===== config.mk =====
export PLATFORM = sky130hd
export DESIGN_NAME = trace_issuer
export DESIGN_NICKNAME = d
export VERILOG_FILES = /design/src/rtl/cache_pkg.sv /design/src/rtl/trace_fifo.sv /design/src/rtl/trace_issuer.sv
export SDC_FILE = /design/constraint.sdc
export NUM_CORES = 1
export LEC_CHECK = 0
export ABC_AREA = 1
export ABC_CLOCK_PERIOD_IN_PS = 5580
export BUFFER_PORTS_ARGS = -buffer_cell sky130_fd_sc_hd__buf_2
export CAP_MARGIN = 25
export CORE_UTILIZATION = 29
export CTS_BUF_LIST = sky130_fd_sc_hd__clkbuf_8
export DETAILED_ROUTE_END_ITERATION = 7
export PLACE_DENSITY_LB_ADDON = 0.25
export SETUP_SLACK_MARGIN = 0.2
export SYNTH_ARGS = -nofsm -noshare
export SYNTH_HDL_FRONTEND = slang
export SYNTH_SLANG_ARGS = --single-unit

===== constraint.sdc =====
create_clock -name clk -period 5.58 [get_ports clk]
set_input_delay 0.279 -clock clk [delete_from_list [all_inputs] [get_ports clk]]
set_output_delay 0.279 -clock clk [all_outputs]
set_load 0.05 [all_outputs]

===== src/rtl/cache_pkg.sv =====
// Shared types for the trace issuer: cache access encoding, buffered trace entry
// and a saturating counter helper.
package cache_pkg;

    typedef enum logic [1:0] {
        READ       = 2'd0,
        WRITE      = 2'd1,
        INVALIDATE = 2'd2,
        NOP        = 2'd3
    } access_t;

    typedef struct packed {
        access_t     acc;
        logic [31:0] addr;
        logic        last;
    } trace_entry_t;

    function automatic logic [31:0] sat_inc(input logic [31:0] v);
        return (v == 32'hFFFF_FFFF) ? v : v + 32'd1;
    endfunction

endpackage


===== src/rtl/trace_fifo.sv =====
// Power-of-two FIFO of trace entries; pointers carry one wrap bit to tell full
// from empty. flush empties it synchronously.
module trace_fifo
    import cache_pkg::*;
#(
    parameter int DEPTH = 8
) (
    input  logic         clk,
    input  logic         rst,
    input  logic         flush,
    input  logic         push,
    input  trace_entry_t din,
    input  logic         pop,
    output trace_entry_t dout,
    output logic         full,
    output logic         empty
);

    localparam int AW = $clog2(DEPTH);
    localparam logic [AW:0] PTR_ONE = {{AW{1'b0}}, 1'b1};

    trace_entry_t mem_q [DEPTH];
    logic [AW:0]  wr_ptr_q;
    logic [AW:0]  rd_ptr_q;

    // Read/write pointer update
    always_ff @(posedge clk) begin
        if (rst || flush) begin
            wr_ptr_q <= '0;
            rd_ptr_q <= '0;
        end else begin
            if (push) wr_ptr_q <= wr_ptr_q + PTR_ONE;
            if (pop)  rd_ptr_q <= rd_ptr_q + PTR_ONE;
        end
    end

    // Storage array; contents are meaningless while empty so no reset
    always_ff @(posedge clk) begin
        if (push) mem_q[wr_ptr_q[AW-1:0]] <= din;
    end

    assign dout  = mem_q[rd_ptr_q[AW-1:0]];
    assign empty = (wr_ptr_q == rd_ptr_q);
    assign full  = (wr_ptr_q[AW] != rd_ptr_q[AW]) &&
                   (wr_ptr_q[AW-1:0] == rd_ptr_q[AW-1:0]);

endmodule


===== src/rtl/trace_issuer.sv =====
// Replays a buffered trace of cache accesses, one per cycle with optional NOP gap.
// Define TRACE_ISSUER_STATS_EN to add saturating per-type issue counters.
module trace_issuer
    import cache_pkg::*;
#(
    parameter int DEPTH = 8,
    parameter int GAP   = 0
) (
    input  logic        clk,
    input  logic        rst,
    input  logic        start,
    input  logic        pause,
    input  logic        in_valid,
    output logic        in_ready,
    input  logic [1:0]  in_type,
    input  logic [31:0] in_addr,
    input  logic        in_last,
    output logic [1:0]  Access_type,
    output logic [31:0] Hex_address,
    output logic        done
`ifdef TRACE_ISSUER_STATS_EN
    ,
    output logic [31:0] issued_reads,
    output logic [31:0] issued_writes,
    output logic [31:0] issued_invalidates
`endif
);

    localparam logic [1:0] S_IDLE = 2'd0;
    localparam logic [1:0] S_RUN  = 2'd1;
    localparam logic [1:0] S_WAIT = 2'd2;
    localparam logic [1:0] S_DONE = 2'd3;

    localparam int            GW    = (GAP > 0) ? $clog2(GAP + 1) : 1;
    localparam logic [GW-1:0] GAP_L = GW'(GAP);
    localparam logic [GW-1:0] ONE_L = GW'(1);

    logic [1:0]    state_q, state_d;
    logic [GW-1:0] wait_q, wait_d;
    access_t       acc_q, acc_d;
    logic [31:0]   addr_q, addr_d;
    logic          done_q, done_d;

    trace_entry_t  head_s;
    trace_entry_t  din_s;
    logic          full_s, empty_s, push_s, issue_s, flush_s;

    assign in_ready = !full_s && (state_q != S_DONE);
    // Type 3 entries are handshaken but never stored
    assign push_s   = in_valid && in_ready && (in_type != 2'd3);
    assign issue_s  = (state_q == S_RUN) && !empty_s && !pause;
    assign flush_s  = (state_q == S_DONE);
    assign din_s    = '{acc: access_t'(in_type), addr: in_addr, last: in_last};

    trace_fifo #(.DEPTH(DEPTH)) u_fifo (
        .clk   (clk),
        .rst   (rst),
        .flush (flush_s),
        .push  (push_s),
        .din   (din_s),
        .pop   (issue_s),
        .dout  (head_s),
        .full  (full_s),
        .empty (empty_s)
    );

    // Next-state and output selection
    always_comb begin
        state_d = state_q;
        wait_d  = wait_q;
        acc_d   = NOP;
        addr_d  = 32'd0;
        done_d  = done_q;
        case (state_q)
            S_IDLE: begin
                if (start) state_d = S_RUN;
                else       state_d = S_IDLE;
            end
            S_RUN: begin
                if (issue_s) begin
                    acc_d  = head_s.acc;
                    addr_d = head_s.addr;
                    if (head_s.last) begin
                        state_d = S_DONE;
                        done_d  = 1'b1;
                    end else if (GAP > 0) begin
                        state_d = S_WAIT;
                        wait_d  = GAP_L;
                    end else begin
                        state_d = S_RUN;
                    end
                end else begin
                    state_d = S_RUN;
                end
            end
            S_WAIT: begin
                if (wait_q <= ONE_L) begin
                    state_d = S_RUN;
                    wait_d  = '0;
                end else begin
                    wait_d  = wait_q - ONE_L;
                end
            end
            S_DONE:  state_d = S_DONE;
            default: state_d = S_IDLE;
        endcase
    end

    // State and registered cache-side outputs
    always_ff @(posedge clk) begin
        if (rst) begin
            state_q <= S_IDLE;
            wait_q  <= '0;
            acc_q   <= NOP;
            addr_q  <= 32'd0;
            done_q  <= 1'b0;
        end else begin
            state_q <= state_d;
            wait_q  <= wait_d;
            acc_q   <= acc_d;
            addr_q  <= addr_d;
            done_q  <= done_d;
        end
    end

    assign Access_type = acc_q;
    assign Hex_address = addr_q;
    assign done        = done_q;

`ifdef TRACE_ISSUER_STATS_EN
    logic [31:0] rd_cnt_q, wr_cnt_q, inv_cnt_q;

    // Per-type issue counters
    always_ff @(posedge clk) begin
        if (rst) begin
            rd_cnt_q  <= 32'd0;
            wr_cnt_q  <= 32'd0;
            inv_cnt_q <= 32'd0;
        end else if (issue_s) begin
            case (head_s.acc)
                READ:       rd_cnt_q  <= sat_inc(rd_cnt_q);
                WRITE:      wr_cnt_q  <= sat_inc(wr_cnt_q);
                INVALIDATE: inv_cnt_q <= sat_inc(inv_cnt_q);
                default:    rd_cnt_q  <= rd_cnt_q;
            endcase
        end else begin
            rd_cnt_q <= rd_cnt_q;
        end
    end

    assign issued_reads       = rd_cnt_q;
    assign issued_writes      = wr_cnt_q;
    assign issued_invalidates = inv_cnt_q;
`endif

endmodule

==> impl_metrics.yaml <==
status:
  status: "complete, no violations"
clocking:
  cts_setup_buffers: 0
  ctsLongestPathBuffers: 3
  clockRootBuffer: "clkbuf_8"
  htreeDepth: 2
  cts_buffers: 55
  ctsResizeCount: 0
  cts_sinks: 328
  clk_pin_slew_ns: 0.06
  ctsHoldBuffers: 37
  cts_tree: "done"
  clock_latency_ns: 0.61
timing:
  tightest_slew_ns: 0.939
  fin_crit_sh: 0.470
  hold_violations: 0
  min_period_ns: 2.62
  drv_slew: 0
  relSlewSlack: 0.374
  fin_skew_ns: 0.0179
  fmax_mhz: 381
  tns_ns: 0
  setup_viol: 0
  rsz0062_at_grt: "no"
finish:
  drive_gt1_frac: 0.168
  nets: 1140
  finalNonFillerCells: 1683
  multi_input_area_um2: 2670
  seq_area_um2: 9380
  fin_util: 0.352
  nFillCells: 4135
  area_growth_pct: 19.1
drt:
  ant_nets: 0
  drc: 0
  routed_wl_um: 29400
  drt_iter0_markers: 515
  wl_per_cell_um: 17.5
  vias: 7804
  drt_pass1_iterations: 5
  viasPerCell: 4.64
synthesis:
  syn_nets: 1011
  syn_inst: 969
  yosysTopAreaCell: "edfxtp_1"
  yosysUniqueCellTypes: 27
  synth.avg_cell_area_um2: 12.8
  ys.flop_type: "edfxtp_1"
  synth.top_cell.area_share: 0.677
  ys_seq_elements: 328
  async_flop_share: 0
  ys_warn_count: 0
  synth_edf_count: 280
  syn_area_um2: 12400
  ys_seq_area_frac: 0.755
  synth.most_common_cell: "edfxtp_1"
  synth.area.top_cells: "edfxtp_1 (68%), dfxtp_1 (7.7%), nor2_1 (4.7%)"
  netlist_top_cells_count: "edfxtp_1 (280), nor2_1 (156), nand2_1 (133)"
worst_setup_path:
  cp.arrival_ns: 2.88
  crit_required_ns: 5.84
  cp_common_cell: "nand2_1"
  slowest_stage: "nor2_4"
  path_class: "reg -> reg"
  cp_max_fo: 22
  startpoint_type: "register"
  max_stage_delay_ns: 0.51
  worstSetupEndpointType: "register"
  cp_cell_sequence: "nand2_1, nand2_1, nor2_1, nand2_1, nand2_1, inv_1, nand3_1, nor2_4, buf_4"
pwr:
  sw_frac_of_total: 0.247
  p_total_mw: 5.24
  p_clk_frac: 0.385
  p_leak_nw: 5.27
  seq_power_share: 0.525
  p_int_mw: 3.94
  p_sw_mw: 1.30
  pwr-share-comb: 0.090
  powerDensity_nw_per_um2: 354
  vdd_drop_max_uv: 173
die:
  io_pins: 76
  core_um2: 42000
  die_w_um: 209
  start_util: 0.295
  die_area_um2: 43600
  num_rows: 75
  die_h_um: 209
min_path:
  min-delay-path-class: "in -> reg"
placed_design:
  dp_cells: 1543
  portBuffers: 75
  dp_hpwl_um: 15500
  place.gp.congestion: 0.792
global_routing:
  grt_pass1_wl_um: 45300
  gr-total-overflow: 0
  grtUsageTotal: 0.136
  grt_max_degree: 91
  antenna_found_initial: 1
  grt_pass1_vias: 7828
run:
  drv_cap: 0
## power by group through the flow
stage | sequential (mW) | combinational (mW) | clock (mW)
3_3_place_gp | 2.80 | 0.446 | 0
6_report | 2.75 | 0.472 | 2.02
4_1_cts | 2.75 | 0.482 | 2.09
2_1_floorplan | 2.83 | 0.278 | 0
5_1_grt | 2.76 | 0.527 | 2.19
3_5_place_dp | 2.80 | 0.460 | 0
## stage by stage
step                worst slack [ns]  hold WS [ns]  instance area [um2]
floorplan                       2.27         0.348                12400
global placement                2.91         0.444                13300
detailed placement              2.97         0.439                13400
CTS                             2.96        0.0777                14800
global route                    2.77         0.110                14800
finish                          2.96         0.119                14800
## critical path: cells and delay by family (launching register included)
kind	cells	cell delay (ns)
buffers and inverters	2	0.52
and+or+nand+nor	7	1.24
DFF	1	0.49
## worst paths after layout
path                                                      start                            to  slack (ns)  cells past startpoint
worst max register to register  u_fifo.wr_ptr_q[1]$_SDFFE_PP0P_  u_fifo.mem_q[6][7]$_DFFE_PP_        2.96                      9
worst min-delay path                                      pause                      register        0.12                      6
worst min register to register                done$_SDFFE_PP0P_             done$_SDFFE_PP0P_        0.45                      2
worst max-delay path            u_fifo.wr_ptr_q[1]$_SDFFE_PP0P_  u_fifo.mem_q[6][7]$_DFFE_PP_        2.96                      9
## final cells by class
cell class,count,share of cell area
Antenna cell,1,0.000169
Clock buffer,60,0.0559
Clock inverter,42,0.0147
Inverter,29,0.00753
Multi-Input combinational cell,557,0.180
Sequential cell,328,0.634
Tap cell,539,0.0456
Timing Repair Buffer,127,0.0616
## cells by family (layout without fill, tap and decap cells)
group	after synthesis	after routing	synth area share
AO/OA/AOI/OAI	244	244	0.110
AND/OR/NAND/NOR	309	309	0.0960
adder cells (fa/ha/maj)	2	2	0.00202
buffers and inverters	84	258	0.0356
flip-flops	328	328	0.755
other	0	1	0
XOR/XNOR	2	2	0.00141
## layer usage
metal	GRT usage	wire (um)	up-vias
met5	0	0	-
met4	0.0370	556	0
met2	0.212	13200	194
met1	0.185	13900	3805
met3	0.0361	1670	44
li1	-	-	3761
## layout by cell type (no fill, tap or decap), types with 2 or more instances in the layout
cell type        n
buf_16           2
o21ai_0        114
dfxtp_1         45
dfxtp_2          2
nand2_1        133
o22ai_1         68
inv_2            5
nand4_1          4
nand3_1         14
a21oi_2         17
o21ai_1         24
a21oi_1         21
buf_4           12
clkinv_2         3
clkinv_1        11
xor2_1           2
buf_2           75
nor2_4           8
clkbuf_8        60
bufinv_16        2
dlygate4sd3_1   37
edfxtp_1       280
inv_1           48
ha_1             2
nor2_1         148
## registers in the layout (all words and copies together), names as in the netlist, named ones only
register,cells
Hex_address,32
u_fifo.wr_ptr_q,4
u_fifo.rd_ptr_q,4
done,1
state_q,2
Access_type,2
u_fifo.mem_q,280
Note: power is estimated with default switching activity, not from simulation.
